$ cat src/rtl/run_sequencer.sv
// Run-control sequencer: arms on start, loads the selected program base into the core PC,
// gates execution with run_en, counts RUN cycles and acks on halt or cycle-budget timeout.
module run_sequencer #(
    parameter int PC_WIDTH    = 10,
    parameter int CYCLE_WIDTH = 16,
    parameter int TIMEOUT     = 4096,
    parameter int NUM_PROGS   = 3,
    parameter int SEL_WIDTH   = 2
) (
    input  logic                          clk,
    input  logic                          reset,
    input  logic                          start,
    input  logic [SEL_WIDTH-1:0]          prog_sel,
    input  logic [NUM_PROGS*PC_WIDTH-1:0] prog_base,
    input  logic                          done_in,
    output logic                          run_en,
    output logic                          pc_load,
    output logic [PC_WIDTH-1:0]           pc_load_val,
    output logic                          ack,
    output logic                          timeout,
    output logic [CYCLE_WIDTH-1:0]        cycle_count,
    output logic                          busy
);

    typedef enum logic [2:0] {
        IDLE,
        ARMED,
        LOAD,
        RUN,
        DONE
    } state_t;

    localparam int NUM_SLOTS = 2 ** SEL_WIDTH;
    localparam logic [CYCLE_WIDTH-1:0] LAST_CYCLE = CYCLE_WIDTH'(TIMEOUT - 1);

    state_t                 state_q, state_d;
    logic [SEL_WIDTH-1:0]   sel_q, sel_d;
    logic [PC_WIDTH-1:0]    pc_load_val_q, pc_load_val_d;
    logic [CYCLE_WIDTH-1:0] cycle_count_q, cycle_count_d;
    logic                   timeout_q, timeout_d;

    // Every selector code has a table slot; codes beyond NUM_PROGS load address 0.
    logic [PC_WIDTH-1:0] base_tbl [NUM_SLOTS];

    genvar gi;
    generate
        for (gi = 0; gi < NUM_SLOTS; gi++) begin : g_base
            if (gi < NUM_PROGS) begin : g_valid
                assign base_tbl[gi] = prog_base[gi*PC_WIDTH +: PC_WIDTH];
            end else begin : g_invalid
                assign base_tbl[gi] = '0;
            end
        end
    endgenerate

    always_ff @(posedge clk) begin
        if (reset) begin
            state_q       <= IDLE;
            sel_q         <= '0;
            pc_load_val_q <= '0;
            cycle_count_q <= '0;
            timeout_q     <= 1'b0;
        end else begin
            state_q       <= state_d;
            sel_q         <= sel_d;
            pc_load_val_q <= pc_load_val_d;
            cycle_count_q <= cycle_count_d;
            timeout_q     <= timeout_d;
        end
    end

    always_comb begin
        state_d       = state_q;
        sel_d         = sel_q;
        pc_load_val_d = pc_load_val_q;
        cycle_count_d = cycle_count_q;
        timeout_d     = timeout_q;
        case (state_q)
            IDLE: begin
                if (start) begin
                    state_d = ARMED;
                    sel_d   = prog_sel;
                end
            end
            ARMED: begin
                // Base is captured here so it is already stable while pc_load is high.
                if (!start) begin
                    state_d       = LOAD;
                    pc_load_val_d = base_tbl[sel_q];
                end
            end
            LOAD: begin
                state_d       = RUN;
                cycle_count_d = '0;
                timeout_d     = 1'b0;
            end
            RUN: begin
                cycle_count_d = cycle_count_q + CYCLE_WIDTH'(1);
                if (done_in) begin
                    state_d = DONE;
                end else if (cycle_count_q == LAST_CYCLE) begin
                    state_d   = DONE;
                    timeout_d = 1'b1;
                end
            end
            DONE: begin
                if (start) begin
                    state_d = ARMED;
                    sel_d   = prog_sel;
                end
            end
            default: state_d = IDLE;
        endcase
    end

    assign run_en      = (state_q == RUN);
    assign pc_load     = (state_q == LOAD);
    assign ack         = (state_q == DONE);
    assign busy        = (state_q == LOAD) || (state_q == RUN);
    assign pc_load_val = pc_load_val_q;
    assign cycle_count = cycle_count_q;
    assign timeout     = timeout_q;

endmodule

$ cat config.mk
export PLATFORM = sky130hd
export DESIGN_NAME = run_sequencer
export DESIGN_NICKNAME = d
export VERILOG_FILES = /design/src/rtl/run_sequencer.sv
export SDC_FILE = /design/constraint.sdc
export NUM_CORES = 1
export LEC_CHECK = 0
export CORE_AREA = 2 2 63 65
export CTS_CLUSTER_DIAMETER = 120
export DETAILED_ROUTE_END_ITERATION = 16
export DIE_AREA = 0 0 65 67
export PLACE_DENSITY = 0.9
export RECOVER_POWER = 50
export SLEW_MARGIN = 20
export SYNTH_ARGS = -nofsm -noshare
export SYNTH_HDL_FRONTEND = slang
export SYNTH_SLANG_ARGS = --single-unit
$ cat constraint.sdc
create_clock -name clk -period 3.7 [get_ports clk]
set_clock_uncertainty 0.05 [all_clocks]
set_input_delay 0.555 -clock clk [delete_from_list [all_inputs] [get_ports clk]]
set_output_delay 0.555 -clock clk [all_outputs]
set_load 0.05 [all_outputs]
==> impl_metrics.toml, run 1 <==
[global_routing]
gr-total-overflow = 0
grtUsageTotal_pct = 20.3
grt_pass1_wl_mm = 6.74
grt_max_degree = 25
antenna_found_initial = 0
grt_pass1_vias = 1517

[worst_setup_path]
arrival_ps = 2870
critPathKind = "in2reg"
cp_max_fo = 15
start_kind = "input pin"
cp-end-kind = "flip-flop"
critical_path_required_ps = 3840

[clock_tree]
clockRootBuffer = "clkbuf_8"
clock_sinks = 32
cts_made_buffers = 5
clockBufferDepth = 2
path_clk_slew_ps = 70
post-cts-setup-buffer-count = 0
cts_tree = "yes"
insertion_delay_ps = 290
cts.repair.resized = 0
h-tree-depth = 2
hold_buffers = 0

[logic_synthesis]
synth_edf_count = 0
yosysTopAreaCell = "dfxtp_1"
synth_cell_types = 41
synth_nets = 235
netlist_area_um2 = 1630
synthTopCellsByArea = "dfxtp_1 39%, nor2_1 7.6%, a21oi_1 7.1%"
yosysTopAreaCellShare_pct = 39.3
synth-seq-cells = 32
ys_warn_count = 0
synth_area_per_cell_um2 = 8.24
synth_ff_type = "dfxtp_1"
synth_cells = 198
ys_async_sr_fraction_pct = 0
synth-seq-area-share_pct = 39.3

[die]
io_pins = 67
core_area_um2 = 3610
fp.dieArea_um2 = 4360
start_util_pct = 45.2
die_height_um = 67
core.rowCount = 22
die_w_um = 65

[timing]
hold_slack_ps = 415
fmax_ghz = 0.365
worstMarginPinSlew_ps = 1080
setup_ws_ps = 963
worst_slew_margin_rel_pct = 27.1
period_minus_slack_ps = 2740
grt_setup_unrepaired = "no"
setup_viol = 0
fin_crit_sh_pct = 74.0
slew_viol_final = 0
setup_tns_ps = 0
hold_viol = 0

[placement]
pre_cts_slack_ps = 1260
io_buffer_count = 66
gp_congestion = 0.836
dpl.hpwl_mm = 3.07

[final_layout]
n_antenna_cell = 0
fin_nets = 296
layout_commonest_cell = "clkdlybuf4s50_1"
area_delta_synth_final_pct = 46.9
drive_gt1_share_pct = 3.46
final_cell_mix = "58 x clkdlybuf4s50_1, 33 x nor2_1, 32 x dfxtp_1, 23 x a21oi_1, 11 x mux2i_1"

[routing]
top_layer_used = "met4"
ant_nets = 0
totalWireLength_mm = 4.06
drc = 0
num_vias = 1679
met2_length_mm = 1.98
post_drt_via_cell_ratio = 5.45
dr.pass1.iters = 4
wl_met3_um = 372
drt_iter0_drc = 69
wl_met1_mm = 1.65
wire_per_inst_um = 13.2

[outcome]
status = "complete, no violations"

[min_path]
hold_class = "reg2reg"

[pwr]
cellPowerDensity_nw_per_um2 = 357
power.leakage_uw = 0.000855
vdd_drop_max_uv = 218

[job]
maxCapViolations = 0
## metrics by stage
step	instance area, um2	instances	power [uW]	utilization (%)
after CTS	2410	308	865	66.8
after global placement	2300	300	533	63.8
final	2400	308	855	66.5
after floorplan	1630	198	467	-
after global routing	2400	308	894	66.5
after detailed placement	2300	300	537	63.8
## sequential cells by signal, indices dropped and copies added, names as in the netlist
name         flops
timeout          1
sel_q            2
state_q          3
pc_load_val     10
cycle_count     16
## path summary, 6_finish.rpt
kind                           start                     endpoint  slack [ps]  cells after the start
max reg2reg  state_q[0]$_SDFFE_PP0P_  pc_load_val[7]$_SDFFE_PP0P_        1210                      4
max                            start  pc_load_val[7]$_SDFFE_PP0P_         960                      5
min             timeout$_SDFFE_PP0P_         timeout$_SDFFE_PP0P_         410                      1
min reg2reg     timeout$_SDFFE_PP0P_         timeout$_SDFFE_PP0P_         410                      1
## final cells by class
class | count | area, um2
fillers | 281 | 1210
flip-flops and latches | 32 | 641
well taps | 48 | 60.1
clock inverters | 2 | 35.0
multi-input cells | 148 | 906
repair buffers | 67 | 664
inverters | 5 | 18.8
clock buffers | 6 | 72.6
## worst max-delay path: stages
cell and delay (ps):
clkdlybuf4s50_1 490, nor4b_1 910, clkbuf_1 540, nor2_1 120, a211oi_1 250
## cell usage after synthesis, types with 6 or more instances
library cell and n:
nor2_1 33, dfxtp_1 32, a21oi_1 23, mux2i_1 11, a211oi_1 10, nand2_1 10, nand3_1 8, clkbuf_1 6
nand4_1 6, o21ai_0 6
## logic make-up (layout without fill, tap and decap cells)
| logic type | Yosys count | in the layout | synth area share [%] |
|---|---|---|---|
| AOI/OAI and AO/OA | 48 | 48 | 17.6 |
| xor gates and xnor gates | 5 | 5 | 2.68 |
| adders and majority gates | 1 | 1 | 0.767 |
| buffers and inverters | 18 | 80 | 5.21 |
| DFF | 32 | 32 | 39.3 |
| muxes | 11 | 11 | 6.75 |
| and+or+nand+nor | 83 | 83 | 27.7 |
## routing by layer
layer / global-route usage [%] / up-vias
met5: 0 / -
met4: 6.38 / 0
met3: 7.77 / 7
met2: 34.7 / 72
met1: 23.2 / 761
li1: - / 839
## power by group
part	total [uW]	switching, uW	internal (uW)
clock network	329	129	200
logic	154	83.3	70.7
registers	372	15.6	356
Power figures use the tool's default switching activity.
==> run 2, diff against run 1 <==
- CORE_AREA: 2 2 63 65 -> 2 2 65 67
- DIE_AREA: 0 0 65 67 -> 0 0 67 69
- PLACE_DENSITY: 0.9 -> 0.85
- clock period: 3.7 -> 2.6 ns (I/O delays scaled with it)
==> run 2 against run 1 <==
Worst hold slack improved by 1.0 ps. Sequential power grew 42%. First-iteration DRC count rose by 2.9%. Critical endpoint is now busy. Highest routed layer unchanged. Final cell count increased by 1.3%. Non-clock buffer count rose by 2. Global-route usage down 1.4 points. Critical path depth decreased by 2. Combinational power increased by 45%.
==> impl_metrics.toml, run 2 (synthesis results as in run 1) <==
[outcome]
status = "complete, no violations"

[min_path]
hold_class = "reg2reg"

[global_routing]
antenna_found_initial = 0
grt_pass1_vias = 1516
grtUsageTotal_pct = 18.9
grt_pass1_wl_mm = 6.81
grt_max_degree = 21
gr-total-overflow = 0

[worst_setup_path]
start_kind = "flip-flop"
arrival_ps = 1920
crit_chain = "nand2b_1 > inv_1 > clkdlybuf4s50_1"
slowest_delay_ps = 800
critPathKind = "reg2out"
critical_path_required_ps = 2160
cp-end-kind = "primary output"
cp_max_fo = 10
crit_slowest_cell = "clkdlybuf4s50_1"

[routing]
post_drt_via_cell_ratio = 5.28
ant_nets = 0
num_vias = 1646
drc = 0
drt_iter0_drc = 71
dr.pass1.iters = 4
totalWireLength_mm = 4.03
wire_per_inst_um = 12.9

[timing]
hold_viol = 0
worst_slew_margin_rel_pct = 59.3
period_minus_slack_ps = 2360
setup_tns_ps = 0
fin_crit_sh_pct = 90.9
hold_slack_ps = 416
worstMarginPinSlew_ps = 610
grt_setup_unrepaired = "no"
slew_viol_final = 0
fmax_ghz = 0.423
setup_viol = 0

[die]
start_util_pct = 41.7
die_w_um = 67
fp.dieArea_um2 = 4620
core_area_um2 = 3910
core.rowCount = 23
io_pins = 67
die_height_um = 69

[placement]
io_buffer_count = 66
dpl.hpwl_mm = 3.10
gp_congestion = 0.782
dp.cells = 304
dpl_cell_area_um2 = 2320

[clock_tree]
clock_sinks = 32
h-tree-depth = 2
clockRootBuffer = "clkbuf_8"
insertion_delay_ps = 280
cts_made_buffers = 5
path_clk_slew_ps = 60
cts_tree = "yes"
clockBufferDepth = 2

[final_layout]
fin_nets = 298
multi_input_area_um2 = 912
drive_gt1_share_pct = 4.58
layout.cells.non_filler = 312
final_cell_mix = "61 x clkdlybuf4s50_1, 33 x nor2_1, 32 x dfxtp_1, 23 x a21oi_1, 11 x mux2i_1"
layout_commonest_cell = "clkdlybuf4s50_1"
register_area_um2 = 641
fin_area_um2 = 2400
fillCellCount = 361
largest_reg_flops = 16
n_antenna_cell = 0
area_delta_synth_final_pct = 47.4

[pwr]
vdd_drop_max_uv = 259
cellPowerDensity_nw_per_um2 = 474
power.leakage_uw = 0.000864

[job]
maxCapViolations = 0
-- run 2: changes by cell type in the layout (fill, tap and decap cells not counted), sizes merged --
| cell | change |
|---|---|
| dlygate4sd3 | -4 |
| clkdlybuf4s50 | +3 |
| buf | +1 |
| bufinv | -1 |
| clkbuf | +1 |
| clkinv | +1 |
| dlymetal6s2s | +1 |
-- run 2: cell type report --
| cell class | count | share of cell area (%) |
|---|---|---|
| Multi-Input combinational cell | 148 | 37.9 |
| Timing Repair Buffer | 69 | 28.2 |
| Sequential cell | 32 | 26.6 |
| Clock buffer | 6 | 3.43 |
| Tap cell | 50 | 2.60 |
| Inverter | 5 | 0.780 |
| Clock inverter | 2 | 0.416 |
-- run 2: where the power goes --
group          internal [uW]  total (uW)  switching, uW
clock network            211         387            176
registers                507         528           21.5
logic                    104         224            120
total                    821        1140            318
-- run 2: layer usage --
layer / vias to the layer above / routed length [um] / track usage (%)
li1: 842 / - / -
met1: 727 / 1720 / 23.4
met2: 73 / 1870 / 28.8
met3: 4 / 372 / 8.48
met4: 0 / 58 / 6.12
met5: - / 0 / 0
-- run 2: worst paths after layout --
kind | start | end | slack, ps | depth (start not counted)
worst max-delay path | state_q[1]$_SDFFE_PP0P_ | busy | 240 | 3
worst min-delay path | timeout$_SDFFE_PP0P_ | timeout$_SDFFE_PP0P_ | 420 | 1
worst max register to register | state_q[1]$_SDFFE_PP0P_ | cycle_count[14]$_SDFFE_PP0P_ | 590 | 6
worst min register to register | timeout$_SDFFE_PP0P_ | timeout$_SDFFE_PP0P_ | 420 | 1
-- run 2: worst max-delay path, delay by kind of cell (launching register included) --
kind | cells | cell delay, ps
flops | 1 | 490
buf+inv | 2 | 920
simple gates | 1 | 230
-- run 2: stage by stage --
stage	setup WS (ps)	power (uW)	util (%)
after global routing	125	1200	61.4
after detailed placement	369	766	59.2
after CTS	65.4	1150	61.6
after floorplan	85.5	665	-
final	237	1140	61.4
after global placement	448	763	59.2
-- run 2: timing repair --
item                                   in CTS  in global routing
endpoints found under the hold margin       0                  0
gates resized for setup                     0                  1
buffers inserted                            0                  0
setup endpoints to repair                   0                  1
hold buffers                                0                  0
